`config.mk`:
```
export PLATFORM = sky130hd
export DESIGN_NAME = alu_host_sequencer
export DESIGN_NICKNAME = d
export VERILOG_FILES = /design/src/rtl/alu_pkg.sv /design/src/rtl/wait_timer.sv /design/src/rtl/alu_host_sequencer.sv
export SDC_FILE = /design/constraint.sdc
export NUM_CORES = 1
export LEC_CHECK = 0
export ABC_AREA = 1
export CAP_MARGIN = 20
export CELL_PAD_IN_SITES_DETAIL_PLACEMENT = 1
export CELL_PAD_IN_SITES_GLOBAL_PLACEMENT = 1
export CORE_MARGIN = 8
export CORE_UTILIZATION = 33
export DETAILED_ROUTE_END_ITERATION = 8
export GPL_TIMING_DRIVEN = 0
export PLACE_DENSITY = 0.8
export SYNTH_ARGS = -nofsm -noshare
export SYNTH_HDL_FRONTEND = slang
export SYNTH_SLANG_ARGS = --single-unit
```
`constraint.sdc`:
```
create_clock -name clk -period 1.7 [get_ports clk]
set_clock_uncertainty 0.2 [all_clocks]
set_input_delay 0.51 -clock clk [delete_from_list [all_inputs] [get_ports clk]]
set_output_delay 0.51 -clock clk [all_outputs]
set_load 0.05 [all_outputs]
```
`src/rtl/alu_pkg.sv`:
```
// rtl/alu_pkg.sv - op codes and sequencer state encoding shared by the ALU host sequencer
package alu_pkg;

  localparam logic [1:0] OP_ADD = 2'b00;
  localparam logic [1:0] OP_SUB = 2'b01;
  localparam logic [1:0] OP_MUL = 2'b10;
  localparam logic [1:0] OP_DIV = 2'b11;

  typedef enum logic [2:0] {
    ST_IDLE,
    ST_START,
    ST_SEND_X,
    ST_SEND_Y,
    ST_SEND_Z,
    ST_WAIT,
    ST_RESP
  } seq_state_t;

  // Only division carries a third operand byte (the divisor).
  function automatic logic needs_divisor(input logic [1:0] op);
    return op == OP_DIV;
  endfunction

endpackage

```
`src/rtl/wait_timer.sv`:
```
// rtl/wait_timer.sv - clearable up-counter flagging the last allowed cycle of a wait window
module wait_timer #(
  parameter int unsigned MAX_COUNT = 255
) (
  input  logic clk,
  input  logic reset,
  input  logic clear,
  input  logic enable,
  output logic tc
);

  localparam int unsigned CW = $clog2(MAX_COUNT + 1);

  logic [CW-1:0] count;

  always_ff @(posedge clk or negedge reset) begin
    if (!reset) begin
      count <= '0;
    end else if (clear) begin
      count <= '0;
    end else if (enable && !tc) begin
      count <= count + CW'(1);
    end
  end

  // tc marks the MAX_COUNT-th enabled cycle since the last clear.
  assign tc = enable && (count == CW'(MAX_COUNT - 1));

endmodule

```
`src/rtl/alu_host_sequencer.sv`:
```
// rtl/alu_host_sequencer.sv - sequences one host operation onto a byte-serial ALU and returns its result
import alu_pkg::*;

module alu_host_sequencer #(
  parameter int unsigned TIMEOUT_CYCLES = 255
) (
  input  logic        clk,
  input  logic        reset,
  input  logic        req_valid,
  output logic        req_ready,
  input  logic [1:0]  req_op,
  input  logic [7:0]  req_x,
  input  logic [7:0]  req_y,
  input  logic [7:0]  req_z,
  output logic        rsp_valid,
  input  logic        rsp_ready,
  output logic [15:0] rsp_data,
  output logic        rsp_timeout,
  output logic        alu_begin,
  output logic [1:0]  alu_op_code,
  output logic [7:0]  alu_inbus,
  input  logic [7:0]  alu_outbus,
  input  logic        alu_end
);

  seq_state_t state, state_nxt;

  logic [1:0] op_q;
  logic [7:0] x_q, y_q, z_q;
  logic [7:0] h1, h0;
  logic       end_q;
  logic       end_event;
  logic       wait_tc;
  logic       in_wait;

  assign in_wait = (state == ST_WAIT);

  // Only a rising edge of END seen while waiting counts; a level left over from before is ignored.
  assign end_event = in_wait && alu_end && !end_q;

  wait_timer #(
    .MAX_COUNT(TIMEOUT_CYCLES)
  ) u_wait_timer (
    .clk   (clk),
    .reset (reset),
    .clear (!in_wait),
    .enable(in_wait),
    .tc    (wait_tc)
  );

  always_ff @(posedge clk or negedge reset) begin
    if (!reset) begin
      state <= ST_IDLE;
    end else begin
      state <= state_nxt;
    end
  end

  always_comb begin
    state_nxt   = state;
    req_ready   = 1'b0;
    rsp_valid   = 1'b0;
    alu_begin   = 1'b0;
    alu_op_code = 2'b00;
    alu_inbus   = 8'h00;
    case (state)
      ST_IDLE: begin
        // Held low while reset is asserted so every output reads zero during reset.
        req_ready = reset;
        if (req_valid) begin
          state_nxt = ST_START;
        end
      end
      ST_START: begin
        alu_begin   = 1'b1;
        alu_op_code = op_q;
        state_nxt   = ST_SEND_X;
      end
      ST_SEND_X: begin
        alu_op_code = op_q;
        alu_inbus   = x_q;
        state_nxt   = ST_SEND_Y;
      end
      ST_SEND_Y: begin
        alu_op_code = op_q;
        alu_inbus   = y_q;
        state_nxt   = needs_divisor(op_q) ? ST_SEND_Z : ST_WAIT;
      end
      ST_SEND_Z: begin
        alu_op_code = op_q;
        alu_inbus   = z_q;
        state_nxt   = ST_WAIT;
      end
      ST_WAIT: begin
        alu_op_code = op_q;
        if (end_event || wait_tc) begin
          state_nxt = ST_RESP;
        end
      end
      ST_RESP: begin
        rsp_valid = 1'b1;
        if (rsp_ready) begin
          state_nxt = ST_IDLE;
        end
      end
      default: begin
        state_nxt = ST_IDLE;
      end
    endcase
  end

  always_ff @(posedge clk or negedge reset) begin
    if (!reset) begin
      op_q        <= 2'b00;
      x_q         <= 8'h00;
      y_q         <= 8'h00;
      z_q         <= 8'h00;
      h1          <= 8'h00;
      h0          <= 8'h00;
      end_q       <= 1'b0;
      rsp_data    <= 16'h0000;
      rsp_timeout <= 1'b0;
    end else begin
      h1    <= h0;
      h0    <= alu_outbus;
      end_q <= alu_end;
      if (state == ST_IDLE && req_valid) begin
        op_q <= req_op;
        x_q  <= req_x;
        y_q  <= req_y;
        z_q  <= req_z;
      end
      // END takes priority over an expiring timer in the same cycle.
      if (end_event) begin
        rsp_data    <= {h1, h0};
        rsp_timeout <= 1'b0;
      end else if (wait_tc) begin
        rsp_data    <= 16'h0000;
        rsp_timeout <= 1'b1;
      end
    end
  end

endmodule

```
# ---- Word-level counts from Yosys, hierarchy flattened
# Index checks and enable logic that the tools add are counted.
dict set report word_totals {
  reg_bits 71
  latch_bits 0
  mem_bits_rw 0
  mem_bits_ro 0
  input_bits 39
  wordCells 52
  memories 0
}
dict set report op_classes {
  addsub 1
  mul 0
  div_mod_pow 0
  order_cmp 0
  n_eq_ne 12
  shift 0
  muxes 16
  bitwise 0
  n_reduce_logical 12
}
# cell count
set op_table {}
lappend op_table {{two-way mux 16 bit} 2}
lappend op_table {{case mux 8 bit (3 select lines)} 1}
lappend op_table {{case mux 3 bit (7 select lines)} 1}
lappend op_table {{two-way mux 8 bit} 2}
lappend op_table {{equality test 3 bit, second input constant} 3}
lappend op_table {{two-way mux 3 bit} 3}
lappend op_table {{adder 8 x 1 -> 8 bit, second input constant} 1}
lappend op_table {{equality test 8 bit, second input constant} 1}
lappend op_table {{equality test 3 x 2 -> 1 bit, second input constant} 2}
lappend op_table {{two-way mux 1 bit} 6}
lappend op_table {{logical AND 1 bit} 5}
lappend op_table {{OR reduction 5 bit} 1}
lappend op_table {{!= test 2 x 1 -> 1 bit, second input constant} 2}
lappend op_table {{!= test 2 bit, second input constant} 2}
lappend op_table {{equality test 3 x 1 -> 1 bit, second input constant} 1}
lappend op_table {{logical NOT 3 bit} 1}
lappend op_table {{AND reduction 3 bit} 1}
lappend op_table {{equality test 2 bit, second input constant} 1}
lappend op_table {{logical NOT 1 bit} 2}
lappend op_table {{two-way mux 2 bit} 1}
lappend op_table {{nonzero test 2 bit} 1}
lappend op_table {{logical OR 1 bit} 1}

# ---- Logic depth before layout (Yosys ltp)
# Gate-level depths: netlist (run 1).
dict set report depth {
  ltp_word 6
  mapped_depth 9
  mapped_depth_nobuf 9
}

# ---- Modules after synthesis
# From an unflattened synthesis (run 1), not the netlist that was laid out.
dict set report hier_totals {
  cells_unflattened 355
  hier_area_um2 3113.0
}
# module instances cells_per_inst area_per_inst_um2 seq_area_each_um2
set by_module_without_submodules {}
lappend by_module_without_submodules {alu_host_sequencer 1 283 2578.7 1576.5}
lappend by_module_without_submodules {wait_timer 1 72 534.3 200.2}

# ---- Least setup slack after synthesis (run 1)
# Ideal clock, no wire load.
dict set report synth_timing {
  path_kind {reg-to-output}
  from {register state[2]}
  to {output port alu_inbus[0]}
  t_arrival_ns 1.378
  required_time_ns 0.990
  path_slack_ns -0.388
  stages_incl_launch_ff 6
  n_path_buf 0
  cell_sequence {dfrtp_1 inv_2 nand2_1 nor2_1 nand2_1 nand3_1}
}
dict set report synth_via {
  elab_chain_cells 2
  word_cells_on_any_way 4
}
# item line
set synth_rtl {}
lappend synth_rtl {{start, declared} alu_host_sequencer.sv:26} ;# seq_state_t state, state_nxt;
lappend synth_rtl {{start signal, assigned} alu_host_sequencer.sv:55} ;# state <= state_nxt;
lappend synth_rtl {{equality test 3 bit or equality test 3 x 2 -> 1 bit (tied branches)} alu_host_sequencer.sv:66} ;# case (state)
lappend synth_rtl {{case mux 8 bit (3 select lines) *} alu_host_sequencer.sv:66}
lappend synth_rtl {{end, declared} alu_host_sequencer.sv:21} ;# output logic [7:0] alu_inbus,
# Mark *: on every way between the ends. The rest lies on a longest branch, timed or not.

# ---- Worst setup path in the final report (run 1)
dict set report layout_timing {
  from {register state[1]}
  to {output port alu_inbus[0]}
}
# The elaborated chain is that of the path after synthesis.

==> metrics.md, run 1 <==
| Metric | Value |
|---|---|
| Initial antenna violation count | 0 |
| Clock network fraction of design power | 0.153 |
| #FFs+latches synth | 71 |
| Final hold vios | 32 |
| Setup slack after layout | -0.542 ns |
| Pleak | around 2.4 nW |
| Relative slew slack | 0.533 |
| Avg Synthesized Cell Area | 8.87 µm² |
| Die W | 112 µm |
| Dpl cells | 519 |
| PD cells | 1810 nW/µm² |
| Final cell count without fillers | 565 |
| Antenna Cells | 0 |
| Post-route ant nets | 0 |
| Register area share after synthesis | 0.589 |
| Netlist cell types | 25 |
| Net count after synthesis | 381 |
| Global-route wire length before repair | 15,900 µm |
| Fin nets | 490 |
| DRC Markers | 0 |
| Initial DRC count | 75 |
| Post-synthesis cell count | 340 |
| Grt total ovfl | 0 |
| Type of the most critical hold path | input port to asynchronous set/reset pin |
| Clock Latency Late Sink | 0.36 ns |
| M1 GR Usage | 0.169 |
| Crit Path Class | flip-flop to primary output |
| I/O Buffers | 67 |
| Max frequency | 446 MHz |
| Final Power | 8.50 mW |
| Final setup violation count | 39 |
| Detailed-route via count | 2,783 |
| Setup TNS Final | -8.29 ns |
| WP data arrival | 1.53 ns |
| Crit path top cell by count | nand2_4 |
| Max stage delay on crit path | 0.52 ns |
| Reg clk slew, reported paths | roughly 0.090 ns |
| WP buf/inv | 2 |
| Row count | 35 |
| I/O pin cnt | 69 |
| Slew @ Worst Pin | ~0.7 ns |
| Flop pwr share | 0.319 |
| Largest net degree at the start of global routing | 40 |
| Worst EP required | a little under 1 ns |
| Min cycle time layout | roughly 2.2 ns |
| Hold WS | -0.157 ns |
| Worst path cell trace | nand2_4, nor2_4, buf_12, nand2_4, nand3_4, buf_8 |
| Sw power | about 4 mW |
| Initial core utilization | 0.333 |
| Die Ht | 112 µm |
| Failing checks | negative hold slack, negative setup slack |
| Total track usage | 0.159 |
| FILL cells | slightly above 1,000 |
| Drt via density | 4.93 |
| Drt first pass iters | 4 |
| Wire per inst | approximately 17 µm |
| Worst-path maximum fanout | 8 |
| Max cap viols | 0 |
| Clock Tree Buf Depth | 2 |
| CTS tree | built |
| Unrepaired setup endpoints after global routing | true |
| Share of post-route cells with drive strength above 1 | 0.337 |
| Setup crit end kind | primary output |
| Routed Wire Length | 9710 µm |
| Die area | 12,500 µm² |
| Syn Std Cell Area | 3020 µm² |
| CP max stage cell | dfrtp_2 |
| CTS Sinks | 71 |
| R2r setup slk | -0.12 ns |
| Routing usage on met3 | 0.0487 |
| Combinational Power Share | 0.527 |
| RePlAce Congestion | around 0.75 |
| Number of global-route vias before repair | 3,194 |
| Place WS | -1.02 ns |
| Startpoint types | flip-flop |
| GRT busiest layer | met2 |
| H-tree lvl count | 3 |
| Status | finished, violations left |
| Core area | 9060 µm² |
| CTS root buf | clkbuf_8 |
| Internal power | 4.55 mW |
| Detailed Place HPWL | ~6200 µm |
| Final Cycle Share | 1.32 |
| Slew Viols, Final | 0 |
| Met2 usage | 0.288 |
| Peak supply drop | 937 µV |
| Area growth from synthesis to layout | 55.7% |
| Yosys Warn Count | 0 |
| TritonCTS Buffers | 9 |
| Largest delay contributor family on the critical path | flip-flops |
| Switching Share | 0.464 |
[placed cells by master (no fill, tap or decap), drive strengths merged]
master | Yosys | routed
a21oi | 2 | 2
a31o | 1 | 1
a31oi | 1 | 1
and3 | 1 | 1
buf | 9 | 71
clkbuf | 3 | 12
clkdlybuf4s50 | 0 | 36
clkinv | 0 | 1
clkinvlp | 0 | 4
dfrtp | 71 | 71
ha | 2 | 2
inv | 20 | 22
nand2 | 139 | 139
nand3 | 66 | 66
nand4 | 3 | 3
nor2 | 15 | 15
nor3 | 1 | 1
o21ai | 4 | 4
o21bai | 1 | 1
or2 | 1 | 1
[path summary, 6_finish.rpt]
| check | cells past startpoint | end | startpoint |
|---|---|---|---|
| setup / recovery | 6 | alu_inbus[0] | state[1]$_DFFE_PN0P_ |
| min in group clk | 0 | h1[4]$_DFF_PN0_ | h0[4]$_DFF_PN0_ |
| setup reg to reg | 8 | x_q[1]$_DFFE_PN0P_ | state[2]$_DFFE_PN0P_ |
| max in group asynchronous | 2 | u_wait_timer.count[7]$_DFFE_PN0P_ | reset |
| hold reg to reg | 0 | h1[4]$_DFF_PN0_ | h0[4]$_DFF_PN0_ |
| hold / removal | 1 | op_q[0]$_DFFE_PN0P_ | reset |
[power groups by stage]
stage          clock (mW)  combinational, mW  sequential [mW]
4_1_cts              1.33               4.22             2.67
3_5_place_dp            0               3.48             2.66
6_report             1.30               4.48             2.71
3_3_place_gp            0               3.38             2.63
2_1_floorplan           0               1.73             3.20
5_1_grt              1.39               4.78             2.77
[cells in the mapped netlist, drive strengths merged]
cell type / instances / share of area
nand2: 139 / 0.18
dfrtp: 71 / 0.59
nand3: 66 / 0.12
inv: 20 / 0.026
nor2: 15 / 0.021
buf: 9 / 0.023
o21ai: 4 / 0.0066
clkbuf: 3 / 0.0037
nand4: 3 / 0.0062
a21oi: 2 / 0.0046
ha: 2 / 0.0083
a31o: 1 / 0.0029
a31oi: 1 / 0.0021
and3: 1 / 0.0021
nor3: 1 / 0.0054
o21bai: 1 / 0.0025
or2: 1 / 0.0021
[per-layer routing]
| layer | share of wire | wire length [µm] |
|---|---|---|
| met5 | 0 | 0 |
| met4 | 0.023 | 227 |
| met3 | 0.050 | 483 |
| met2 | 0.53 | 5140 |
| met1 | 0.40 | 3870 |
[final cells by class]
cell class	count	area [µm²]	area share
buffer	11	101	0.0216
sequential	71	1780	0.379
clock buffer	9	124	0.0264
multi-input combinational	237	1400	0.297
inverter	20	108	0.0229
tap	111	139	0.0296
timing repair buffer	99	990	0.211
clock inverter	7	58.8	0.0125
[registers in the layout (all words and copies together) (netlist names)]
register and cells:
y_q 8, rsp_data 16, state 3, op_q 2
u_wait_timer.count 8, z_q 8, h0 8, x_q 8
end_q 1, rsp_timeout 1, h1 8
[worst register-to-register path, stage by stage, from the launching register on]
cell and delay, ns:
dfrtp_2 0.45, buf_4 0.18, buf_4 0.15, nor3_4 0.19, buf_6 0.16, buf_4 0.11, buf_4 0.13, nand3_1 0.07
nand2_1 0.13
[metrics by stage]
stage / util / area, µm²
final: 0.518 / 4700
after global routing: 0.518 / 4700
after CTS: 0.499 / 4530
after detailed placement: 0.439 / 3980
after global placement: 0.437 / 3960
after floorplan: - / 3150
[cell families after synthesis]
group | count (synthesis) | share of synthesized area
buf+inv | 32 | 0.0527
flops | 71 | 0.589
fa+ha+maj | 2 | 0.00830
simple gates | 226 | 0.331
compound gates | 9 | 0.0187
[timing repair]
item,CTS,global route
endpoints found under the hold margin,32,32
gates resized for setup,256,26
cloned,2,0
endpoints found under the setup margin,51,65
buffers inserted,21,8
pin swaps,13,2
No activity file was read; power rests on OpenSTA's default activity.
==> inputs of run 2 (changes only) <==
--- a/config.mk
+++ b/config.mk
@@ -9,10 +9,11 @@
 export CAP_MARGIN = 20
 export CELL_PAD_IN_SITES_DETAIL_PLACEMENT = 1
 export CELL_PAD_IN_SITES_GLOBAL_PLACEMENT = 1
-export CORE_MARGIN = 8
+export CORE_MARGIN = 5
 export CORE_UTILIZATION = 33
 export DETAILED_ROUTE_END_ITERATION = 8
 export GPL_TIMING_DRIVEN = 0
+export HOLD_SLACK_MARGIN = 0.08
 export PLACE_DENSITY = 0.8
 export SYNTH_ARGS = -nofsm -noshare
 export SYNTH_HDL_FRONTEND = slang
==> metrics.md, run 2 (synthesized netlist as in run 1, its figures left out) <==
| Metric | Value |
|---|---|
| Unrepaired setup endpoints after global routing | true |
| Status | finished, violations left |
| Failing checks | negative hold slack, negative setup slack |
| Clock network fraction of design power | 0.158 |
| Dpl cells | 515 |
| Area growth from synthesis to layout | 62.7% |
| Number of global-route vias before repair | 2,907 |
| Final setup violation count | 47 |
| Max cap viols | 0 |
| CP max stage cell | dfrtp_2 |
| Peak supply drop | approximately 760 µV |
| PD cells | 1810 nW/µm² |
| Post-DP Area | 3960 µm² |
| Uppermost layer routed | met4 |
| Global-route wire length before repair | between 10,000 and 15,000 µm |
| RePlAce Congestion | 0.831 |
| Crit Path Class | flip-flop to primary output |
| Routed Wire Length | 9590 µm |
| Total track usage | 0.160 |
| Routed wl met2 | 5220 µm |
| Type of the most critical hold path | input port to asynchronous set/reset pin |
| Met3 routed WL | 472 µm |
| WP data arrival | 1.53 ns |
| Slew Viols, Final | 0 |
| Startpoint types | flip-flop |
| Die Ht | around 110 µm |
| Final hold vios | 71 |
| Utilization after layout | 0.557 |
| Min cycle time layout | 2.24 ns |
| Die W | ~110 µm |
| H-tree lvl count | 3 |
| Initial core utilization | 0.342 |
| CTS root buf | clkbuf_8 |
| CTS tree | built |
| Fin nets | 500 |
| Setup crit end kind | primary output |
| Combinational Power Share | 0.531 |
| Wire per inst | 16.8 µm |
| Detailed Place HPWL | roughly 5800 µm |
| DRC Markers | 0 |
| Hold WS | -0.159 ns |
| Pleak | 2.48 nW |
| Detailed-route via count | 2,777 |
| Post-route ant nets | 0 |
| Setup slack after layout | -0.540 ns |
| Most frequent cells in the layout | nand2_1 (108), dfrtp_1 (68), buf_4 (44) |
| Clock Latency Late Sink | 0.35 ns |
| Row count | 34 |
| Initial antenna violation count | 0 |
| Share of post-route cells with drive strength above 1 | 0.394 |
| Drt via density | 4.85 |
| Fin area | 4910 µm² |
| Worst-path maximum fanout | 8 |
| Flop pwr share | 0.311 |
| Largest net degree at the start of global routing | 73 |
| Place WS | -1.39 ns |
| Antenna Cells | 0 |
| Max stage delay on crit path | 0.46 ns |
| Drt first pass iters | 4 |
| Most common cell after layout, fill and taps aside | nand2_1 |
| Largest Register | rsp_data |
| Worst path cell trace | inv_4, nand2_4, nor2_4, buf_12, nand2_2, nand3_4, buf_8 |
| Slew @ Worst Pin | 0.563 ns |
| TritonCTS Buffers | 9 |
| Die area | approximately 11,000 µm² |
| Initial DRC count | between 60 and 70 |
| Internal power | approximately 4.9 mW |
| Grt total ovfl | 0 |
| Final cell count without fillers | between 500 and 600 |
| Core area | slightly below 9000 µm² |
| Final Cycle Share | 1.32 |
| I/O pin cnt | 69 |
| Max frequency | 446 MHz |
| Sw power | 3.96 mW |
| Reg clk slew, reported paths | 0.08 ns |
| Relative slew slack | 0.625 |
| Clock Tree Buf Depth | 2 |
| Max reg flops | 16 |
| Switching Share | 0.447 |
| Wl on met1 | 3720 µm |
| Worst EP required | 0.99 ns |
| I/O Buffers | 67 |
| CTS Sinks | 71 |
-- run 2: changes by cell type in the layout (fill, tap and decap cells not counted), moves of 4 or more --
cell,delta
nand3_2,+12
buf_4,+7
nand2_1,-5
buf_8,+4
nand2_2,+7
nand3_1,-13
-- run 2: final cells by class --
| type | count | area (µm²) |
|---|---|---|
| Buffer | 11 | 109 |
| Clock buffer | 9 | 124 |
| Clock inverter | 7 | 77.6 |
| Fill cell | 950 | 3900 |
| Inverter | 20 | 108 |
| Multi-Input combinational cell | 237 | 1460 |
| Sequential cell | 71 | 1780 |
| Tap cell | 108 | 135 |
| Timing Repair Buffer | 109 | 1110 |
-- run 2: timing repair --
| item | in CTS | in global routing |
|---|---|---|
| gates resized for setup | 254 | 60 |
| hold endpoints to repair | 71 | 71 |
| pin swaps | 6 | 20 |
| setup endpoints to repair | 50 | 65 |
| gates cloned | 0 | 4 |
| buffers inserted | 15 | 24 |
-- run 2: per-stage QoR --
stage / TNS [ns] / power, mW
finish: -11.80 / 8.86
global route: -16.41 / 9.34
CTS: -7.04 / 8.18
detailed placement: -20.43 / 6.11
global placement: -201.00 / 5.99
floorplan: -0.560 / 4.93
-- run 2: critical path: cells and delay by family, from the launching register on --
family                 cells  cell delay, ns
buffers and inverters      3            0.38
flip-flops                 1            0.46
AND/OR/NAND/NOR            4            0.33
-- run 2: worst paths after layout --
path                       cells past startpoint                                 to            startpoint  slack (ns)
max                                            7                       alu_inbus[3]  state[2]$_DFFE_PN0P_       -0.54
min                                            1  u_wait_timer.count[7]$_DFFE_PN0P_                 reset       -0.16
max reg2reg                                   10           rsp_data[11]$_DFFE_PN0P_  state[2]$_DFFE_PN0P_       -0.27
min reg2reg                                    0                    h1[3]$_DFF_PN0_       h0[3]$_DFF_PN0_        0.18
max in group asynchronous                      1               state[2]$_DFFE_PN0P_                 reset        1.12
min in group clk                               0                    h1[3]$_DFF_PN0_       h0[3]$_DFF_PN0_        0.18
-- run 2: power groups by stage --
stage / Combinational, mW / Clock [mW] / Sequential, mW
floorplan: 1.73 / 0 / 3.20
CTS: 4.03 / 1.45 / 2.70
global route: 5.02 / 1.51 / 2.82
detailed placement: 3.45 / 0 / 2.66
global placement: 3.36 / 0 / 2.63
finish: 4.71 / 1.40 / 2.75
-- run 2: per-layer routing --
layer  vias to the layer above  global-route usage
met5                         -                   0
met3                        19              0.0532
met4                         0              0.0361
met1                      1361               0.182
met2                        69               0.289
li1                       1328                   -
